### src/rtl/billiard_pkg.sv
// Shared types and constants for the billiard collision event path.
package billiard_pkg;

  localparam int EVT_ID_W       = 4;
  localparam int NUM_WALL_CODES = 4;
  localparam logic [1:0] WALL_NONE = 2'd0;

  typedef enum logic [1:0] {
    EVT_NONE = 2'd0,
    EVT_HOLE = 2'd1,
    EVT_BALL = 2'd2,
    EVT_WALL = 2'd3
  } evt_type_t;

  typedef struct packed {
    evt_type_t             etype;
    logic [EVT_ID_W-1:0]   id_a;
    logic [EVT_ID_W-1:0]   id_b;
  } coll_evt_t;

  typedef enum logic {
    IDLE    = 1'b0,
    COLLECT = 1'b1
  } state_t;

endpackage

### src/rtl/evt_fifo.sv
// Synchronous FIFO of collision events; a pop in the same cycle frees room for a push when full.
module evt_fifo
  import billiard_pkg::*;
#(
  parameter int DEPTH = 8
) (
  input  logic      clk,
  input  logic      reset,
  input  logic      push,
  input  coll_evt_t push_data,
  input  logic      pop,
  output coll_evt_t pop_data,
  output logic      full,
  output logic      empty
);

  localparam int AW = $clog2(DEPTH);

  coll_evt_t      mem [DEPTH];
  logic [AW:0]    wr_ptr;
  logic [AW:0]    rd_ptr;
  logic           do_pop;
  logic           do_push;

  assign empty   = (wr_ptr == rd_ptr);
  assign full    = (wr_ptr[AW] != rd_ptr[AW]) && (wr_ptr[AW-1:0] == rd_ptr[AW-1:0]);
  assign do_pop  = pop && !empty;
  assign do_push = push && (!full || do_pop);

  // Unfilled slots hold stale data, so the head is forced to zero whenever empty.
  assign pop_data = empty ? '0 : mem[rd_ptr[AW-1:0]];

  always_ff @(posedge clk) begin
    if (do_push) begin
      mem[wr_ptr[AW-1:0]] <= push_data;
    end
  end

  always_ff @(posedge clk) begin
    if (reset) begin
      wr_ptr <= '0;
      rd_ptr <= '0;
    end else begin
      if (do_push) wr_ptr <= wr_ptr + (AW+1)'(1);
      if (do_pop)  rd_ptr <= rd_ptr + (AW+1)'(1);
    end
  end

endmodule

### src/rtl/collision_event_scheduler.sv
// Turns per-pixel drawing-request overlaps into a deduplicated stream of collision events,
// at most one per object pair per frame, buffered behind a valid/ready FIFO.
module collision_event_scheduler
  import billiard_pkg::*;
#(
  parameter int NUM_BALLS  = 3,
  parameter int ID_W       = 4,
  parameter int FIFO_DEPTH = 8,
  parameter int CNT_W      = 4
) (
  input  logic                 clk,
  input  logic                 reset,
  input  logic                 startOfFrame,
  input  logic                 new_rack,
  input  logic [NUM_BALLS-1:0] Balls_DR_VEC,
  input  logic [1:0]           Table_DR,
  input  logic                 Hole_DR,
  input  logic [2:0]           Hole_ID,
  output logic                 evt_valid,
  input  logic                 evt_ready,
  output logic [1:0]           evt_type,
  output logic [ID_W-1:0]      evt_id_a,
  output logic [ID_W-1:0]      evt_id_b,
  output logic [NUM_BALLS-1:0] balls_in_game,
  output logic                 frame_done,
  output logic [CNT_W-1:0]     frame_evt_count,
  output logic                 frame_overflow
);

  localparam int BIDX_W = (NUM_BALLS > 1) ? $clog2(NUM_BALLS) : 1;

  state_t                                   state;
  logic [NUM_BALLS-1:0]                     live;
  logic [NUM_BALLS-1:0]                     hole_seen;
  logic [NUM_BALLS-1:0][NUM_BALLS-1:0]      pair_seen;
  logic [NUM_BALLS-1:0][NUM_WALL_CODES-1:0] wall_seen;
  logic [BIDX_W-1:0]                        lo_idx;
  logic [BIDX_W-1:0]                        nx_idx;
  logic [1:0]                               n_live;
  logic                                     evt_hit;
  coll_evt_t                                new_evt;
  logic                                     cap_valid;
  coll_evt_t                                cap_evt;
  logic [BIDX_W-1:0]                        cap_ball;
  logic                                     fifo_full;
  logic                                     fifo_empty;
  logic                                     pop;
  logic                                     wr_ok;
  logic                                     wr_drop;
  coll_evt_t                                head;
  logic [CNT_W-1:0]                         evt_cnt;
  logic [CNT_W-1:0]                         evt_cnt_next;
  logic                                     frame_ovf;

  always_comb begin
    live   = Balls_DR_VEC & balls_in_game;
    lo_idx = '0;
    nx_idx = '0;
    n_live = '0;
    for (int i = 0; i < NUM_BALLS; i++) begin
      if (live[i]) begin
        if (n_live == 2'd0)      lo_idx = BIDX_W'(i);
        else if (n_live == 2'd1) nx_idx = BIDX_W'(i);
        if (n_live != 2'd2)      n_live = n_live + 2'd1;
      end
    end
  end

  // Already-seen candidates fall through to the next priority, so one pixel can yield
  // a pair event right after its hole event was recorded.
  always_comb begin
    evt_hit = 1'b0;
    new_evt = '0;
    if (state == COLLECT && !startOfFrame && live != '0) begin
      if (Hole_DR && !hole_seen[lo_idx]) begin
        evt_hit       = 1'b1;
        new_evt.etype = EVT_HOLE;
        new_evt.id_a  = EVT_ID_W'(lo_idx);
        new_evt.id_b  = EVT_ID_W'(Hole_ID);
      end else if (n_live == 2'd2 && !pair_seen[lo_idx][nx_idx]) begin
        evt_hit       = 1'b1;
        new_evt.etype = EVT_BALL;
        new_evt.id_a  = EVT_ID_W'(lo_idx);
        new_evt.id_b  = EVT_ID_W'(nx_idx);
      end else if (Table_DR != WALL_NONE && !wall_seen[lo_idx][Table_DR]) begin
        evt_hit       = 1'b1;
        new_evt.etype = EVT_WALL;
        new_evt.id_a  = EVT_ID_W'(lo_idx);
        new_evt.id_b  = EVT_ID_W'(Table_DR);
      end
    end
  end

  assign evt_valid    = !fifo_empty;
  assign pop          = evt_valid && evt_ready;
  assign wr_ok        = cap_valid && (!fifo_full || pop);
  assign wr_drop      = cap_valid && !wr_ok;
  assign evt_cnt_next = (wr_ok && evt_cnt != '1) ? evt_cnt + CNT_W'(1) : evt_cnt;
  assign evt_type     = head.etype;
  assign evt_id_a     = ID_W'(head.id_a);
  assign evt_id_b     = ID_W'(head.id_b);

  evt_fifo #(
    .DEPTH(FIFO_DEPTH)
  ) u_fifo (
    .clk      (clk),
    .reset    (reset),
    .push     (cap_valid),
    .push_data(cap_evt),
    .pop      (pop),
    .pop_data (head),
    .full     (fifo_full),
    .empty    (fifo_empty)
  );

  // A pocketed ball leaves play as its event leaves the capture stage, one pixel after detection.
  always_ff @(posedge clk) begin
    if (reset) begin
      state           <= IDLE;
      hole_seen       <= '0;
      pair_seen       <= '0;
      wall_seen       <= '0;
      cap_valid       <= 1'b0;
      cap_evt         <= '0;
      cap_ball        <= '0;
      balls_in_game   <= '1;
      evt_cnt         <= '0;
      frame_ovf       <= 1'b0;
      frame_done      <= 1'b0;
      frame_evt_count <= '0;
      frame_overflow  <= 1'b0;
    end else begin
      frame_done <= 1'b0;
      cap_valid  <= evt_hit;
      cap_evt    <= new_evt;
      cap_ball   <= lo_idx;
      evt_cnt    <= evt_cnt_next;
      frame_ovf  <= frame_ovf | wr_drop;
      if (evt_hit) begin
        case (new_evt.etype)
          EVT_HOLE: hole_seen[lo_idx]           <= 1'b1;
          EVT_BALL: pair_seen[lo_idx][nx_idx]   <= 1'b1;
          EVT_WALL: wall_seen[lo_idx][Table_DR] <= 1'b1;
          default:  ;
        endcase
      end
      if (cap_valid && cap_evt.etype == EVT_HOLE) balls_in_game[cap_ball] <= 1'b0;
      if (new_rack) balls_in_game <= '1;
      if (startOfFrame) begin
        state     <= COLLECT;
        hole_seen <= '0;
        pair_seen <= '0;
        wall_seen <= '0;
        evt_cnt   <= '0;
        frame_ovf <= 1'b0;
        if (state == COLLECT) begin
          frame_done      <= 1'b1;
          frame_evt_count <= evt_cnt_next;
          frame_overflow  <= frame_ovf | wr_drop;
        end
      end
    end
  end

endmodule

### config.mk
export PLATFORM = sky130hd
export DESIGN_NAME = collision_event_scheduler
export DESIGN_NICKNAME = d
export VERILOG_FILES = /design/src/rtl/billiard_pkg.sv /design/src/rtl/evt_fifo.sv /design/src/rtl/collision_event_scheduler.sv
export SDC_FILE = /design/constraint.sdc
export NUM_CORES = 1
export LEC_CHECK = 0
export CAP_MARGIN = 20
export CORE_AREA = 4 4 143 145
export CTS_CLUSTER_DIAMETER = 60
export DETAILED_ROUTE_END_ITERATION = 8
export DIE_AREA = 0 0 147 149
export SLEW_MARGIN = 10
export SYNTH_ARGS = -nofsm -noshare
export SYNTH_HDL_FRONTEND = slang
export SYNTH_HIERARCHICAL = 1
export SYNTH_SLANG_ARGS = --single-unit
export TNS_END_PERCENT = 10
### constraint.sdc
create_clock -name clk -period 4.5 [get_ports clk]
set_input_delay 0.9 -clock clk [delete_from_list [all_inputs] [get_ports clk]]
set_output_delay 0.9 -clock clk [all_outputs]
set_load 0.005 [all_outputs]
* Yosys cells after proc, flatten, opt, wreduce, memory -nomap -nowiden
Memories as Yosys holds them, arrays and structs flattened. A register that Yosys moved wholly into a read port is not among the register bits.
Cells that the tools add are included.
** Storage, ports and cells
- Memory bits (writable) :: 80
- Memories :: 1
- Flip-flop bits (word level) :: 60
- Output and inout bits :: 20
- Bits of input ports :: 14
** Memory list
- u_fifo.mem :: words 8, width 10, rd ports 1, clocked after memory_dff 1, write ports 1, RTL line evt_fifo.sv:19 : coll_evt_t mem [DEPTH];
** Operators by class
- Muxes and demuxes :: 52
- $lt $le $gt $ge :: 8
- Reduce and logical (&&, ||, !) cells :: 39
- $add $sub $neg :: 5
- Bitwise logic cells :: 9
- Equality and inequality tests :: 13
** Operator list (count)
- 10-bit 2-to-1 mux :: 5
- 1-bit 2-to-1 mux :: 20
- 2-bit 2-to-1 mux :: 9
- 1-bit logical AND :: 17
- 4-bit by 1-bit adder with 4-bit output (second input constant) :: 3
- 2-bit by 3-bit < comparator with 1-bit output (second input constant) :: 4
- 3-bit 2-to-1 mux :: 4
- 4-bit 2-to-1 mux :: 3
- 12-bit bitwise OR :: 1
- 9-bit bitwise OR :: 1
- 4-bit binary-select mux with 2-bit select :: 1
- 1-bit demux with 2-bit select :: 4
- 4-bit demux with 2-bit select :: 1
- 2-bit by 1-bit == test with 1-bit output (second input constant) :: 4
- 2-bit by 1-bit greater-or-equal comparator with 1-bit output (second input constant) :: 4
- 2-bit AND reduction :: 4
- 2-bit OR reduction :: 4
- 1-bit logical NOT :: 7
- 3-bit bitwise AND :: 2
- 1-bit binary-select mux with 2-bit select :: 3
- 3-bit binary-select mux with 2-bit select :: 1
- 3-bit demux with 2-bit select :: 1
- 2-bit == test (second input constant) :: 3
- 2-bit by 1-bit adder with 2-bit output (second input constant) :: 2
- 14 further kinds :: 18

* Depth between registers and ports, before layout
- Word-level depth :: 20
- Depth in mapped cells :: 11

* Modules after synthesis
The synthesis kept the hierarchy.
** Modules (own cells, without submodules)
- evt_fifo :: cells each 198, instances 1, seq. area each 2622.5 um^2, area an instance 3684.8 um^2
- collision_event_scheduler :: cells each 226, instances 1, seq. area each 840.8 um^2, area an instance 1985.7 um^2

* Least setup slack after synthesis
No wires, ideal clock.
- Path kind :: flip-flop to flip-flop
- Start :: register u_fifo.wr_ptr[0]
- End :: memory u_fifo/mem[0][0] in the netlist's numbering (enable)
- Setup slack :: 1548 ps
- Data arrival time :: 2549 ps
- Library setup time :: 404 ps
- Cell stages (with the launch flop) :: 9
- Data required time :: 4096 ps
- Path buffers :: 2
- Period minus slack after synthesis :: 2952 ps
- Cell sequence :: dfxtp_1 > buf_2 > xor2_1 > nor4_1 > buf_2 > nand2b_1 > inv_1 > o21ai_0 > nor4_1
** On the way
- Cells in the longest elaborated chain, start to end :: 8
- Elaborated cells on any way between the ends :: 11
- Those cells by class :: 2 x eq/ne; 2 x mux; 7 x reduce/logical
** Ends and longest elaborated chain
- start, declared :: RTL line evt_fifo.sv:20 : logic [AW:0] wr_ptr;
- start signal, assigned :: RTL line evt_fifo.sv:44 : if (do_push) wr_ptr <= wr_ptr + (AW+1)'(1);
- 4-bit == test :: RTL line evt_fifo.sv:25 : assign empty = (wr_ptr == rd_ptr);
- via fifo_empty :: RTL line collision_event_scheduler.sv:46 : logic fifo_empty;
- 1-bit logical NOT :: RTL line collision_event_scheduler.sv:94 : assign evt_valid = !fifo_empty;
- 1-bit logical AND :: RTL line collision_event_scheduler.sv:95 : assign pop = evt_valid && evt_ready;
- via pop :: RTL line collision_event_scheduler.sv:47 : logic pop;
- 1-bit logical AND :: RTL line evt_fifo.sv:27 : assign do_pop = pop && !empty;
- 1-bit logical OR :: RTL line evt_fifo.sv:28 : assign do_push = push && (!full || do_pop);
- 1-bit logical AND :: RTL line evt_fifo.sv:28
- 1-bit 2-to-1 mux :: RTL line evt_fifo.sv:34 : if (do_push) begin
- 1-bit 2-to-1 mux (implied by the code) :: RTL line evt_fifo.sv:35 : mem[wr_ptr[AW-1:0]] <= push_data;
- end, declared :: RTL line evt_fifo.sv:19
The timed path passes the listed nets, and every way through them passes these cells.

==> impl_summary.md <==
Drt
The wire length after detailed routing is 11,800 um. In the routed design, unresolved DRC markers number 0. The post-route antenna net violation count is 0. For this block, the initial DRC count from the detailed router was 272. The wire length per cell after detailed routing is 15.5 um. The first-pass detailed-route iteration total is 4. The via-per-instance ratio is 4.70. The routed via count is 3,592.

Final layout
After the last flow step, the layout net total stands at 507. The layout overhead on the synthesized area is 23.2%. Counting the fill cells in the layout gives 1,867. The sequential cell area is 3460 um2. In the final layout, the share of cells above drive strength 1 is 17.0%. Cells fill 36.4% of the core in the end. In the final layout, the multi-input gates occupy 2130 um2. 0 antenna diodes ended up in the layout.

Excluding fillers, the count of instances in the completed layout stands at 765.

Min path
The worst hold path terminates at wall_seen[1]. The worst hold path belongs to the class reg -> reg. The cell depth of the worst hold path is 2.

The origin of the worst min-delay path is wall_seen[1].

Die
The initial utilization of the core area, before any placement, comes to 29.5%. The floorplan step set the die width to 147 um. The die boundary height is 149 um. In this run the count of I/O pins placed on the die edge is 34. The core region is 19,200 um2. The initialized floorplan defines 51 standard-cell rows. The die outline area is 21,900 um2.

STA
The hold violation count in the final report was 0. The worst clock skew on the final layout is 9.93 ps. The final setup violation count is 0. For the pin with the worst max-slew slack, the measured transition is 1020 ps. Measured against its own limit, the worst slew margin works out to 31.8%. For the finished layout, the period the worst path requires is 3530 ps. The final worst-path cycle share is 78.5%. The final number of max-transition violations is 0. Adding up every negative setup slack in the final design gives 0 ps. Setup repair after global routing left no endpoint under its margin. The fmax is 283 MHz. The final worst-path setup slack is 965 ps.

Critical path
The longest individual stage delay on the worst path is 990 ps. The kind of cell adding the most delay to the critical path is flip-flops. STA classifies the critical path startpoint as a flip-flop.

The depth of the worst register-to-register path is 8. The reg-to-reg critical path startpoint is u_fifo/wr_ptr[1]. The critical-path maximum fanout is 20. For this design, the slowest cell found on the critical path is dfxtp_1. STA puts the critical path data arrival time at 2630 ps.

The count of buffer and inverter cells on the critical path is 1. The required time reported for the critical path endpoint is 3600 ps. The worst setup path is of the reg -> out kind. Walking the worst path, the cells encountered are mux4_2 > mux2i_1 > nor2_1 > clkdlybuf4s50_1. STA classifies the critical path endpoint as an output port. The endpoint of the worst register-to-register path is u_fifo/wr_ptr[3].

The internal reg-to-reg setup slack is 1590 ps.

Yosys
The post-synthesis area per instance is 13.4 um2. The number of enable flip-flop cells after synthesis is 80. The summed instance area of the synthesized netlist is 5670 um2. The number of synthesis warnings is 6. The gate count of the mapped netlist is 424. Synthesis inferred 133 register bits. The number of different library cells used by synthesis comes to 62.

The share of synthesized area occupied by flip-flops and latches is 61.1%. Counting flops with an async set or reset pin after synthesis yields a share of 0%. The most used flip-flop cell after synthesis is edfxtp_1.

Place
The port buffer count is 33. The sum of net half-perimeters after detailed placement is 8070 um. In this run, placement finished with an instance count of 733. The worst setup slack before clock tree synthesis is 922 ps.

The final estimated routing congestion in global placement is 0.881.

Status
The run finished with clean final reports.

GRT
The global-route usage over all layers is 11.2%. The remaining global-route overflow is 0. The via count of the first global-routing pass is 3,734. The first global-routing pass estimated 19,100 um of wire. The pin count of the biggest net entering global routing is 27. The initial antenna violation count was 0.

Pwr
The static leakage is 2.33 nW. Per report_power, the sequential group accounts for 46.4% of the total. The net switching power is 629 uW. Per report_power, the combinational group accounts for 4.5% of the total. Total power for the finished layout comes to 2.81 mW. The fraction of power consumed by the clock network is 49.1%. The cell-internal power is 2.18 mW. For this design the ratio of total power to cell area is 402 nW/um2. IR analysis of the VDD net gives a maximum drop of 0.000246 V.

The net switching fraction of the power is 22.4%.

Clock network
The clock transition at the registers of the reported paths is 60 ps. In this run, CTS created clock tree buffers numbering 17. The clock tree from TritonCTS is built. The number of buffers on the longest clock path is 2. The clock sink count is 133. The clock insertion delay at the later pin of the skew report is 420 ps. The number of buffers added to fix hold violations after cts is 0.

Buffers added to address setup during post-CTS repair amount to 0. The cell at the root of the clock tree is clkbuf_16. The number of instances resized during post-cts repair is 0. The H-tree was split into 4 levels.

Job
Max-cap violations in this run came to 0.
[state kept, by name, indices dropped and copies added, names as in the netlist, named ones only]
name,flops
cap_ball,2
wall_seen,9
pair_seen,5
u_fifo/rd_ptr,4
hole_seen,3
u_fifo/wr_ptr,4
frame_done,1
balls_in_game,3
u_fifo/mem,80
evt_cnt,4
frame_evt_count,4
frame_overflow,1
cap_evt,7
cap_valid,1
state,1
frame_ovf,1
[per-stage QoR]
step	area, um2	hold slack, ps
3_5_place_dp	6390	442
3_3_place_gp	6390	435
4_1_cts	6990	455
6_report	6990	455
2_1_floorplan	5760	422
5_1_grt	6990	470
[cells in the mapped netlist, types with 2 or more instances]
library cell | n | area [um2]
edfxtp_1 | 80 | 2400
dfxtp_1 | 53 | 1060
nor2_1 | 47 | 176
mux4_2 | 21 | 473
nand2_1 | 20 | 75.1
mux2i_1 | 16 | 160
clkbuf_1 | 12 | 45.0
nand2b_1 | 11 | 68.8
nor3_1 | 11 | 55.1
inv_1 | 10 | 37.5
a21oi_1 | 9 | 45.0
nand4_1 | 7 | 43.8
nor2b_1 | 7 | 43.8
a31oi_1 | 6 | 37.5
and3_1 | 6 | 37.5
ha_1 | 6 | 75.1
nor4_1 | 6 | 37.5
o21ai_0 | 6 | 30.0
a211oi_1 | 5 | 37.5
buf_2 | 5 | 25.0
o21a_1 | 5 | 37.5
xor2_1 | 5 | 43.8
a41oi_1 | 4 | 35.0
nand3_1 | 4 | 20.0
o211ai_1 | 4 | 30.0
o31ai_1 | 4 | 30.0
xnor2_1 | 4 | 35.0
and2_1 | 3 | 18.8
buf_4 | 3 | 22.5
buf_6 | 3 | 33.8
o311a_1 | 3 | 30.0
a211o_1 | 2 | 17.5
a21oi_2 | 2 | 17.5
a31o_1 | 2 | 17.5
inv_2 | 2 | 7.51
nor3b_1 | 2 | 15.0
or3_1 | 2 | 12.5
xor2_2 | 2 | 32.5
[power groups by stage]
stage               logic [mW]  registers [mW]  clock network (mW)
global route             0.138            1.30                1.47
global placement         0.123            1.33                   0
CTS                      0.125            1.30                1.41
detailed placement       0.124            1.33                   0
finish                   0.125            1.30                1.38
floorplan               0.0796            1.33                   0
[layout make-up]
type / instances / area share, %
Clock buffer: 17 / 6.09
Multi-Input combinational cell: 277 / 30.4
Inverter: 13 / 0.716
Timing Repair Buffer: 45 / 6.02
Clock inverter: 15 / 2.44
Tap cell: 265 / 4.75
Sequential cell: 133 / 49.6
[worst max path at each step]
stage                          start          endpoint  slack [ps]  cells after the start
floorplan           u_fifo/wr_ptr[0]  u_fifo/mem[0][0]        1550                      8
global placement     Balls_DR_VEC[1]        cap_evt[1]         940                      8
detailed placement   Balls_DR_VEC[1]        cap_evt[1]         920                      8
CTS                        flip-flop       evt_id_b[1]         880                      4
global route               flip-flop       evt_id_b[0]         750                      4
finish                     flip-flop       evt_id_b[0]         970                      4
[logic make-up after synthesis]
kind of cell / synth area share, %
flops: 61.1
buf+inv: 3.18
compound gates: 8.23
mux: 11.6
simple gates: 12.5
xor+xnor: 1.96
other cells: 0.0661
fa+ha+maj: 1.32
[routing by layer]
layer  track usage, %  share of wire, %  vias to the layer above
li1                 -                 -                     1709
met5                0                 0                        -
met1             14.0                43                     1781
met3             3.25               4.1                       13
met4             3.31               1.1                        0
met2             19.2                52                       89
[cells in the final DEF, fill, tap and decap left out, drive strengths merged, types with 5 or more instances in the layout]
cell           instances
and3                   6
a21oi                 11
o21ai                  8
edfxtp                80
mux4                  21
mux2i                 16
clkdlybuf4s50         33
nor3                  11
nand4                  7
nand3                  5
nand2b                11
nor2                  47
nor4                   8
o21a                   5
nand2                 21
buf                   12
xor2                   7
a31oi                  7
ha                     6
nor2b                  7
inv                   19
clkbuf                17
dfxtp                 53
conb                  24
a211oi                 5
[worst min-delay path: cells and delay by family (launching register included)]
family / cells / cell delay (ps)
flip-flops: 1 / 310
AND/OR/NAND/NOR: 1 / 50
AO/OA/AOI/OAI: 1 / 50
No activity file was read; power rests on OpenSTA's default activity.
